File: config.mk
export PLATFORM = sky130hd
export DESIGN_NAME = rx_buffer_flat
export DESIGN_NICKNAME = d
export VERILOG_FILES = /design/src/rtl/rx_buffer_if.sv /design/src/rtl/rx_buffer.sv /design/src/flat_wrapper.sv
export SDC_FILE = /design/constraint.sdc
export NUM_CORES = 1
export LEC_CHECK = 0
export CORE_ASPECT_RATIO = 1.1
export CORE_MARGIN = 1
export CORE_UTILIZATION = 40
export DETAILED_ROUTE_END_ITERATION = 16
export GPL_ROUTABILITY_DRIVEN = 0
export PLACE_DENSITY_LB_ADDON = 0.1
export SYNTH_ARGS = -nofsm -noshare
export SYNTH_HDL_FRONTEND = slang
export SYNTH_SLANG_ARGS = --single-unit
File: constraint.sdc
create_clock -name clk -period 3.28 [get_ports clk]
set_input_delay 0.82 -clock clk [delete_from_list [all_inputs] [get_ports clk]]
set_output_delay 0.82 -clock clk [all_outputs]
set_load 0.03 [all_outputs]
File: src/rtl/rx_buffer_if.sv
// rx_buffer_if: serial receive link plus holding-register handshake.
//   slave  (rx_buffer side): takes din/en/align/rd, drives dout/valid/busy/overrun
//   master (producer/consumer side): the mirror image
interface rx_buffer_if #(
    parameter int WIDTH = 8
);
    logic             din;
    logic             en;
    logic             align;
    logic             rd;
    logic [WIDTH-1:0] dout;
    logic             valid;
    logic             busy;
    logic             overrun;

    modport master (
        output din, en, align, rd,
        input  dout, valid, busy, overrun
    );

    modport slave (
        input  din, en, align, rd,
        output dout, valid, busy, overrun
    );
endinterface

File: src/rtl/rx_buffer.sv
// rx_buffer: MSB-first serial-to-parallel receiver with a holding register.
// Ports:
//   clk  - rising-edge clock
//   rst  - synchronous active-high reset
//   bus  - rx_buffer_if.slave
//          din/en   : serial bit and its capture strobe
//          align    : restart word assembly, clears overrun
//          rd       : consumer read, clears valid
//          dout     : last completed word (first bit received lands in the MSB)
//          valid    : holding register holds an unread word
//          busy     : partial word in progress
//          overrun  : sticky, a word overwrote an unread one
module rx_buffer #(
    parameter int WIDTH = 8
) (
    input  logic        clk,
    input  logic        rst,
    rx_buffer_if.slave  bus
);
    localparam int            CW   = $clog2(WIDTH);
    localparam logic [CW-1:0] LAST = CW'(WIDTH - 1);

    logic [WIDTH-2:0] sreg;
    logic [CW-1:0]    cnt;
    logic [WIDTH-1:0] dout_q;
    logic             valid_q;
    logic             overrun_q;

    // Full word formed by the partial bits plus the incoming bit; its low
    // WIDTH-1 bits are also the shifted partial register.
    logic [WIDTH-1:0] word_next;
    assign word_next = {sreg, bus.din};

    always_ff @(posedge clk) begin
        if (rst) begin
            sreg      <= '0;
            cnt       <= '0;
            dout_q    <= '0;
            valid_q   <= 1'b0;
            overrun_q <= 1'b0;
        end else begin
            if (bus.rd)
                valid_q <= 1'b0;

            if (bus.align) begin
                // Align wins over a completing bit: the bit (if any) starts a new word.
                overrun_q <= 1'b0;
                sreg      <= '0;
                if (bus.en) begin
                    sreg[0] <= bus.din;
                    cnt     <= CW'(1);
                end else begin
                    cnt     <= '0;
                end
            end else if (bus.en) begin
                if (cnt == LAST) begin
                    dout_q  <= word_next;
                    valid_q <= 1'b1;   // overrides the rd clear above
                    cnt     <= '0;
                    sreg    <= '0;
                    if (valid_q && !bus.rd)
                        overrun_q <= 1'b1;
                end else begin
                    sreg <= word_next[WIDTH-2:0];
                    cnt  <= cnt + CW'(1);
                end
            end
        end
    end

    assign bus.dout    = dout_q;
    assign bus.valid   = valid_q;
    assign bus.overrun = overrun_q;
    assign bus.busy    = (cnt != '0);
endmodule

File: src/flat_wrapper.sv
// flat-port wrapper written by rule: the top's interface ports become plain ports
module rx_buffer_flat 
#(
    parameter int WIDTH = 8
)
  (clk, rst, bus_din, bus_en, bus_align, bus_rd, bus_dout, bus_valid, bus_busy, bus_overrun);
  rx_buffer_if #(.WIDTH(WIDTH)) bus_i ();
  input  logic clk;
  input  logic rst;
  input wire logic [$bits(bus_i.din)-1:0] bus_din;
  input wire logic [$bits(bus_i.en)-1:0] bus_en;
  input wire logic [$bits(bus_i.align)-1:0] bus_align;
  input wire logic [$bits(bus_i.rd)-1:0] bus_rd;
  output wire logic [$bits(bus_i.dout)-1:0] bus_dout;
  output wire logic [$bits(bus_i.valid)-1:0] bus_valid;
  output wire logic [$bits(bus_i.busy)-1:0] bus_busy;
  output wire logic [$bits(bus_i.overrun)-1:0] bus_overrun;
  assign bus_i.din = bus_din;
  assign bus_i.en = bus_en;
  assign bus_i.align = bus_align;
  assign bus_i.rd = bus_rd;
  assign bus_dout = bus_i.dout;
  assign bus_valid = bus_i.valid;
  assign bus_busy = bus_i.busy;
  assign bus_overrun = bus_i.overrun;
  rx_buffer #(.WIDTH(WIDTH)) u_core (.clk(clk), .rst(rst), .bus(bus_i));
endmodule
==> results of run 1 <==
-- metal layers --
metal / global-route usage / vias to the layer above / wire, µm
met5: 0 / - / 0
met4: 0.0588 / 0 / 14
met3: 0.0216 / 2 / 31
met2: 0.258 / 7 / 736
met1: 0.187 / 302 / 746
li1: - / 347 / -
-- flip-flops by register name, indices dropped and copies added (netlist names) --
name	flops
u_core.bus.dout	8
u_core.bus.overrun	1
u_core.bus.valid	1
u_core.cnt	3
u_core.sreg	7
-- path summary, 6_finish.rpt --
check | to | slack, ns | cells past startpoint
max | bus_busy | 0.82 | 4
min | u_core.bus.dout[2]$_SDFFE_PP0P_ | 0.47 | 2
max reg2reg | u_core.bus.dout[3]$_SDFFE_PP0P_ | 1.66 | 5
min reg2reg | u_core.bus.dout[2]$_SDFFE_PP0P_ | 0.47 | 2
-- power by group --
part            total, W  internal (W)  leakage [nW]  switching (W)
sequential      0.000246      0.000245         0.162     0.00000151
clock           0.000111     0.0000426        0.0138      0.0000681
combinational  0.0000294     0.0000139         0.179      0.0000155
total           0.000386      0.000301         0.354      0.0000851
-- cell usage in the layout, fill, tap and decap left out, drive strengths merged --
cell type	instances
a41oi	1
nand2b	9
or2	1
mux2i	1
clkdlybuf4s50	16
or3	1
ha	3
nor3b	1
clkbuf	3
nand2	16
nand3b	8
dfxtp	20
and3b	1
o21ai	1
inv	3
a31oi	1
a21oi	17
buf	2
nor2	5
-- area by class of cell --
| class | count | share of cell area |
|---|---|---|
| well taps | 28 | 0.0331 |
| repair buffers | 18 | 0.165 |
| clock buffers | 3 | 0.0213 |
| inverters | 3 | 0.0106 |
| multi-input cells | 66 | 0.391 |
| flip-flops and latches | 20 | 0.378 |
-- critical path, cell delays in order (launching register included) --
cell	delay [ns]
dfxtp_1	0.37
inv_1	0.07
ha_1	0.19
nand2b_1	0.07
clkdlybuf4s50_1	0.66
-- cell families after synthesis --
kind of cell	count (synthesis)	share of synthesized area
AOI/OAI and AO/OA	20	0.162
and+or+nand+nor	42	0.265
muxes	1	0.0117
buffers and inverters	9	0.0510
DFF	20	0.466
adders and majority gates	3	0.0437
-- through the flow --
stage	total power, W	std cells	hold slack, ns
detailed placement	0.000281	135	0.460
CTS	0.000395	138	0.476
global route	0.000404	138	0.480
floorplan	0.000268	95	0.441
global placement	0.000281	135	0.455
finish	0.000386	138	0.473
==> out/results.md, run 1 <==
| Group | Item | Reported |
|:---|:---|:---|
| run | Number of max-cap violations | 0 |
| routing | Count of nets left with antenna violations after detail routing | 0 |
| routing | Wire length reported by the detailed router | 1.53 mm |
| sta | Maximum clock frequency | 406 MHz |
| placement | Placed instance area | 1040 µm² |
| routing | Via total after detailed routing | 658 |
| setup path | Largest fanout on the critical path | 3 |
| cts | Post-cts sizing count | 0 |
| pwr | Peak ir drop on the vdd network | 0.224 mV |
| setup path | Setup crit start | u_core.cnt[0]$_SDFFE_PP0P_ |
| layout | Post-route cell area | 1060 µm² |
| sta | Accumulated negative setup slack | 0 ns |
| layout | Fill cell total of the finished layout | 187 |
| sta | Worst slew margin relative to its limit | 0.761 |
| sta | Transition time at the pin with the least slew margin | 0.359 ns |
| cts | Cts bufs inserted | 3 |
| cts | Clock Pin Slew Worst Setup and Hold Paths | 0.11 ns |
| setup path | Worst EP required | 2.46 ns |
| logic synthesis | Post-synthesis cell type count | 20 |
| sta | Largest clock skew in the final design | 0.00580 ns |
| global routing | First-pass GRT wire length | 2.61 mm |
| global routing | Initial antenna violation count | 0 |
| logic synthesis | Warnings from Yosys | 0 |
| sta | Worst path setup slack after routing | 0.815 ns |
| logic synthesis | Number of enable flip-flop cells after synthesis | 0 |
| placement | Number of I/O port buffers | 16 |
| cts | Cts-stage hold buffer count | 0 |
| pwr | Power per standard cell area | 365 nW/µm² |
| logic synthesis | Largest area contributor in the synthesized netlist | dfxtp_1 |
| global routing | Pin count of the biggest net entering global routing | 13 |
| layout | Synth-to-Final Area Change | 23.3% |
| sta | Unrepaired setup endpoints after global routing | no |
| logic synthesis | Primary flip-flop cell chosen by synthesis mapping | dfxtp_1 |
| layout | Area occupied by multi-input gates | 414 µm² |
| routing | Mean number of vias per cell | 4.77 |
| layout | Final standard cell utilization of the core | 0.524 |
| setup path | Category of the worst setup path capture point | primary output |
| floorplan | Row count | 17 |
| logic synthesis | Portion of the post-synthesis area used by sequential elements | 0.466 |
| logic synthesis | Proportion of register bits with asynchronous set or reset after synthesis | 0 |
| cts | Maximum clock insertion buffer count | 2 |
| placement | HPWL after DPL | 1.08 mm |
| layout | Ratio of cells with drive above 1 in the final layout | 0.136 |
| logic synthesis | Post-synthesis instance total | 95 |
| sta | Final setup viols | 0 |
| setup path | Startpoint type of the worst setup path | register |
| floorplan | CORE AREA | 2020 µm² |
| logic synthesis | Synthesized netlist net count | 104 |
| logic synthesis | Leading post-synthesis cells by instance count | 20 x dfxtp_1, 16 x nand2_1, 9 x a21oi_2, 9 x nand2b_1, 8 x a21oi_1 |
| cts | Post-CTS setup buffers | 0 |
| routing | Post-route DRC | 0 |
| logic synthesis | Most used standard cell by instance count after synthesis | dfxtp_1 |
| cts | TritonCTS clock tree | done |
| cts | Number of H-tree branching levels | 1 |
| logic synthesis | Mean instance size in the synthesized netlist | 9.03 µm² |
| setup path | Launch instance of the worst register-to-register path | u_core.cnt[0]$_SDFFE_PP0P_ |
| min path | Hold crit path type | register to register |
| sta | Portion of the clock cycle consumed by the worst path in the final layout | 0.751 |
| floorplan | Die span in y | 50.6 µm |
| cts | Worst-Skew Late Latency | 0.29 ns |
| sta | Minimum period implied by the final worst setup slack | 2.46 ns |
| global routing | Overflow left after global routing | 0 |
| placement | Setup slack at placement | 1.03 ns |
| logic synthesis | Post-synth top area share | 0.466 |
| pwr | Leakage power total | 0.354 nW |
| cts | Clk root buf | clkbuf_4 |
| logic synthesis | Area of the mapped netlist | 858 µm² |
| global routing | Via count of the first global-routing pass | 620 |
| layout | Net count reported at finish | 121 |
| routing | Detailed-routing iteration count for the pre-antenna-repair pass | 3 |
| sta | Hold Vio Cnt, Final | 0 |
| routing | Starting DRT DRC Count | 10 |
| floorplan | Initial cell density of the core | 0.425 |
| setup path | Critical path type | register to primary output |
| layout | Area taken by flip-flops and latches | 400 µm² |
| run status | Status | finished clean |
| logic synthesis | Top post-synthesis cells by area | dfxtp_1 47%, a21oi_2 9.2%, nand2_1 7.0%, nand2b_1 6.6%, nand3b_1 6.1% |
| sta | Pins over their slew limit | 0 |
| layout | Antenna cell count | 0 |
| floorplan | Top-level port count | 17 |
| routing | Average wire length per cell after detail routing | 11.1 µm |
| logic synthesis | Seq cells post-synth | 20 |
| floorplan | Horizontal die dimension | 46.2 µm |
| global routing | All-layer global routing usage | 0.152 |
| floorplan | DIE AREA | 2340 µm² |
| min path | Critical hold path startpoint | u_core.bus.dout[2]$_SDFFE_PP0P_ |
| cts | Number of clock sinks | 20 |
| setup path | Worst endpoint data arrival time | 1.64 ns |
Note: power is estimated with default switching activity, not from simulation.
==> run 2: changes to the inputs <==
==> constraint.sdc (replaced) <==
create_clock -name clk -period 2.18 [get_ports clk]
set_input_delay 0.545 -clock clk [delete_from_list [all_inputs] [get_ports clk]]
set_output_delay 0.545 -clock clk [all_outputs]
set_load 0.03 [all_outputs]
==> run 2 against run 1 <==
Effect of this change:
- setup slack worse by 0.53 ns
- sequential power is 50% higher
- flip-flop and latch count unchanged
- global-route usage rose by 0.40 points
- critical endpoint unchanged
- largest cell class unchanged
- highest routed layer unchanged
==> out/results.md, run 2 (synthesis results as in run 1) <==
| Group | Item | Reported | Change |
|:---|:---|:---|:---|
| cts | TritonCTS clock tree | done |  |
| floorplan | DIE AREA | 2340 µm² | unchanged |
| pwr | Total chip power | 0.000574 W | +49% |
| setup path | Worst endpoint data arrival time | 1.35 ns | -0.29 ns |
| pwr | Leakage power total | 0.357 nW | +0.85% |
| setup path | Worst EP required | 1.63 ns | -0.83 ns |
| routing | Mean number of vias per cell | 4.75 | -0.30% |
| pwr | Peak ir drop on the vdd network | 0.323 mV | +45% |
| cts | Maximum clock insertion buffer count | 2 | unchanged |
| cts | Number of clock sinks | 20 | unchanged |
| min path | Critical hold path startpoint | u_core.bus.dout[3]$_SDFFE_PP0P_ |  |
| sta | Hold Vio Cnt, Final | 0 | unchanged |
| layout | Most used cells in the layout excluding fill and tap cells | 20 x dfxtp_1, 16 x nand2_1, 15 x clkdlybuf4s50_1 |  |
| min path | Hold crit path type | register to register |  |
| cts | Number of H-tree branching levels | 1 | unchanged |
| layout | Ratio of cells with drive above 1 in the final layout | 0.136 | unchanged |
| global routing | Initial antenna violation count | 0 | unchanged |
| cts | Cts bufs inserted | 3 | unchanged |
| placement | HPWL after DPL | 1.06 mm | -2.5% |
| setup path | Kind of cell with the highest combined delay on the critical path | buffers and inverters |  |
| layout | Max FFs per register | 8 | unchanged |
| sta | Minimum period implied by the final worst setup slack | 1.90 ns |  |
| layout | Antenna cell count | 0 | unchanged |
| layout | Area occupied by multi-input gates | 414 µm² | unchanged |
| cts | Clk root buf | clkbuf_4 |  |
| routing | Count of nets left with antenna violations after detail routing | 0 | unchanged |
| routing | Starting DRT DRC Count | 9 | -1 |
| routing | Detailed-routing iteration count for the pre-antenna-repair pass | 3 | unchanged |
| routing | Wire length reported by the detailed router | 1.50 mm | -2.0% |
| floorplan | CORE AREA | 2020 µm² | unchanged |
| run | Number of max-cap violations | 0 | unchanged |
| global routing | First-pass GRT wire length | 2.66 mm | +1.8% |
| layout | Net count reported at finish | 121 | unchanged |
| cts | Clock Pin Slew Worst Setup and Hold Paths | 0.10 ns | about the same |
| global routing | All-layer global routing usage | 0.156 | +0.00397 |
| setup path | Cell chain of the critical path | inv_1, ha_1, nand2b_1, dlygate4sd2_1 |  |
| sta | Final setup viols | 0 | unchanged |
| setup path | Buffers plus inverters on the worst setup path | 2 | unchanged |
| setup path | Setup crit start | u_core.cnt[0]$_SDFFE_PP0P_ |  |
| setup path | Launch instance of the worst register-to-register path | u_core.cnt[0]$_SDFFE_PP0P_ |  |
| sta | Transition time at the pin with the least slew margin | 0.370 ns | +0.0117 ns |
| floorplan | Row count | 17 | unchanged |
| setup path | Critical path type | register to primary output |  |
| floorplan | Initial cell density of the core | 0.425 | unchanged |
| global routing | Pin count of the biggest net entering global routing | 15 | +2 |
| sta | Pins over their slew limit | 0 | unchanged |
| global routing | Overflow left after global routing | 0 | unchanged |
| setup path | Worst setup slack for register-to-register paths | 0.54 ns | -1.12 ns |
| sta | Unrepaired setup endpoints after global routing | no |  |
| pwr | Power per standard cell area | 543 nW/µm² | +49% |
| layout | Most frequent standard cell in the layout excluding fill and tap cells | dfxtp_1 |  |
| routing | Average wire length per cell after detail routing | 10.9 µm | -2.0% |
| setup path | Startpoint type of the worst setup path | register |  |
| global routing | Via count of the first global-routing pass | 626 | +0.97% |
| layout | Area taken by flip-flops and latches | 400 µm² | unchanged |
| sta | Accumulated negative setup slack | 0 ns | unchanged |
| cts | Worst-Skew Late Latency | 0.28 ns | about the same |
| floorplan | Horizontal die dimension | 46.2 µm | unchanged |
| routing | Via total after detailed routing | 656 | -0.30% |
| placement | Number of I/O port buffers | 16 | unchanged |
| floorplan | Die span in y | 50.6 µm | unchanged |
| setup path | Slowest-stage cell, CP | dlygate4sd2_1 |  |
| routing | Post-route DRC | 0 | unchanged |
| sta | Maximum clock frequency | 528 MHz |  |
| setup path | Largest fanout on the critical path | 3 | unchanged |
| sta | Largest clock skew in the final design | 0.00310 ns | -0.00270 ns |
| run status | Status | finished clean |  |
| floorplan | Top-level port count | 17 | unchanged |
| setup path | Largest stage delay, worst path | 0.39 ns | -0.27 ns |
| setup path | Category of the worst setup path capture point | primary output |  |
| layout | Synth-to-Final Area Change | 23.2% |  |
| sta | Worst slew margin relative to its limit | 0.753 | -0.00782 |
| sta | Portion of the clock cycle consumed by the worst path in the final layout | 0.869 |  |
| layout | Fill cell total of the finished layout | 191 | +2.1% |
==> run 2: changes by cell type in the layout (fill, tap and decap cells not counted) <==
cell,before,now
dlygate4sd2_1,0,1
clkdlybuf4s50_1,16,15
==> run 2: final cells by class <==
cell class / instances / area share
well taps: 28 / 0.0331
multi-input cells: 66 / 0.392
clock buffers: 3 / 0.0213
inverters: 3 / 0.0107
repair buffers: 18 / 0.164
flip-flops and latches: 20 / 0.379
==> run 2: worst reg2reg max path, stage by stage, from the launching register on <==
cell	delay (ns)
dfxtp_1	0.37
ha_1	0.16
ha_1	0.37
and3b_1	0.46
nand2_1	0.12
a21oi_2	0.12
==> run 2: power by group <==
part / leakage, nW / internal, W / total (W) / switching, W
clock network: 0.0138 / 0.0000640 / 0.000160 / 0.0000963
logic: 0.182 / 0.0000199 / 0.0000439 / 0.0000240
registers: 0.162 / 0.000368 / 0.000370 / 0.00000204
total: 0.357 / 0.000452 / 0.000574 / 0.000122
==> run 2: final timing paths <==
path,end,cells past startpoint
worst max-delay path,bus_busy,4
worst min-delay path,u_core.bus.dout[3]$_SDFFE_PP0P_,2
worst max register to register,u_core.bus.dout[0]$_SDFFE_PP0P_,5
worst min register to register,u_core.bus.dout[3]$_SDFFE_PP0P_,2
==> run 2: per-layer routing <==
layer,routed length (µm),up-vias,GRT usage,part of all wire
li1,-,348,-,-
met1,758,299,0.206,0.51
met2,697,7,0.244,0.46
met3,29,2,0.0324,0.019
met4,14,0,0.0588,0.0093
met5,0,-,0,0
==> run 2: repair_timing <==
action,4_1_cts,5_1_grt
hold buffers,0,0
setup buffers,0,0
resized for setup,1,0
setup endpoints to repair,1,0
==> run 2: metrics by stage <==
step	cells	util	cell area, µm²	hold WS [ns]	setup slack, ns
floorplan	95	-	858	0.441	0.840
global placement	135	0.513	1040	0.453	0.236
detailed placement	135	0.513	1040	0.457	0.218
CTS	138	0.523	1060	0.473	0.266
global route	138	0.523	1060	0.480	0.194
finish	138	0.523	1060	0.471	0.285
==> run 3: changes to the inputs <==
--- a/config.mk
+++ b/config.mk
@@ -6,7 +6,6 @@
 export NUM_CORES = 1
 export LEC_CHECK = 0
 export CORE_ASPECT_RATIO = 1.1
-export CORE_MARGIN = 1
 export CORE_UTILIZATION = 40
 export DETAILED_ROUTE_END_ITERATION = 16
 export GPL_ROUTABILITY_DRIVEN = 0
==> results of run 3 <==
Same layout as run 2: the final DEF is identical, and so are final timing and power.
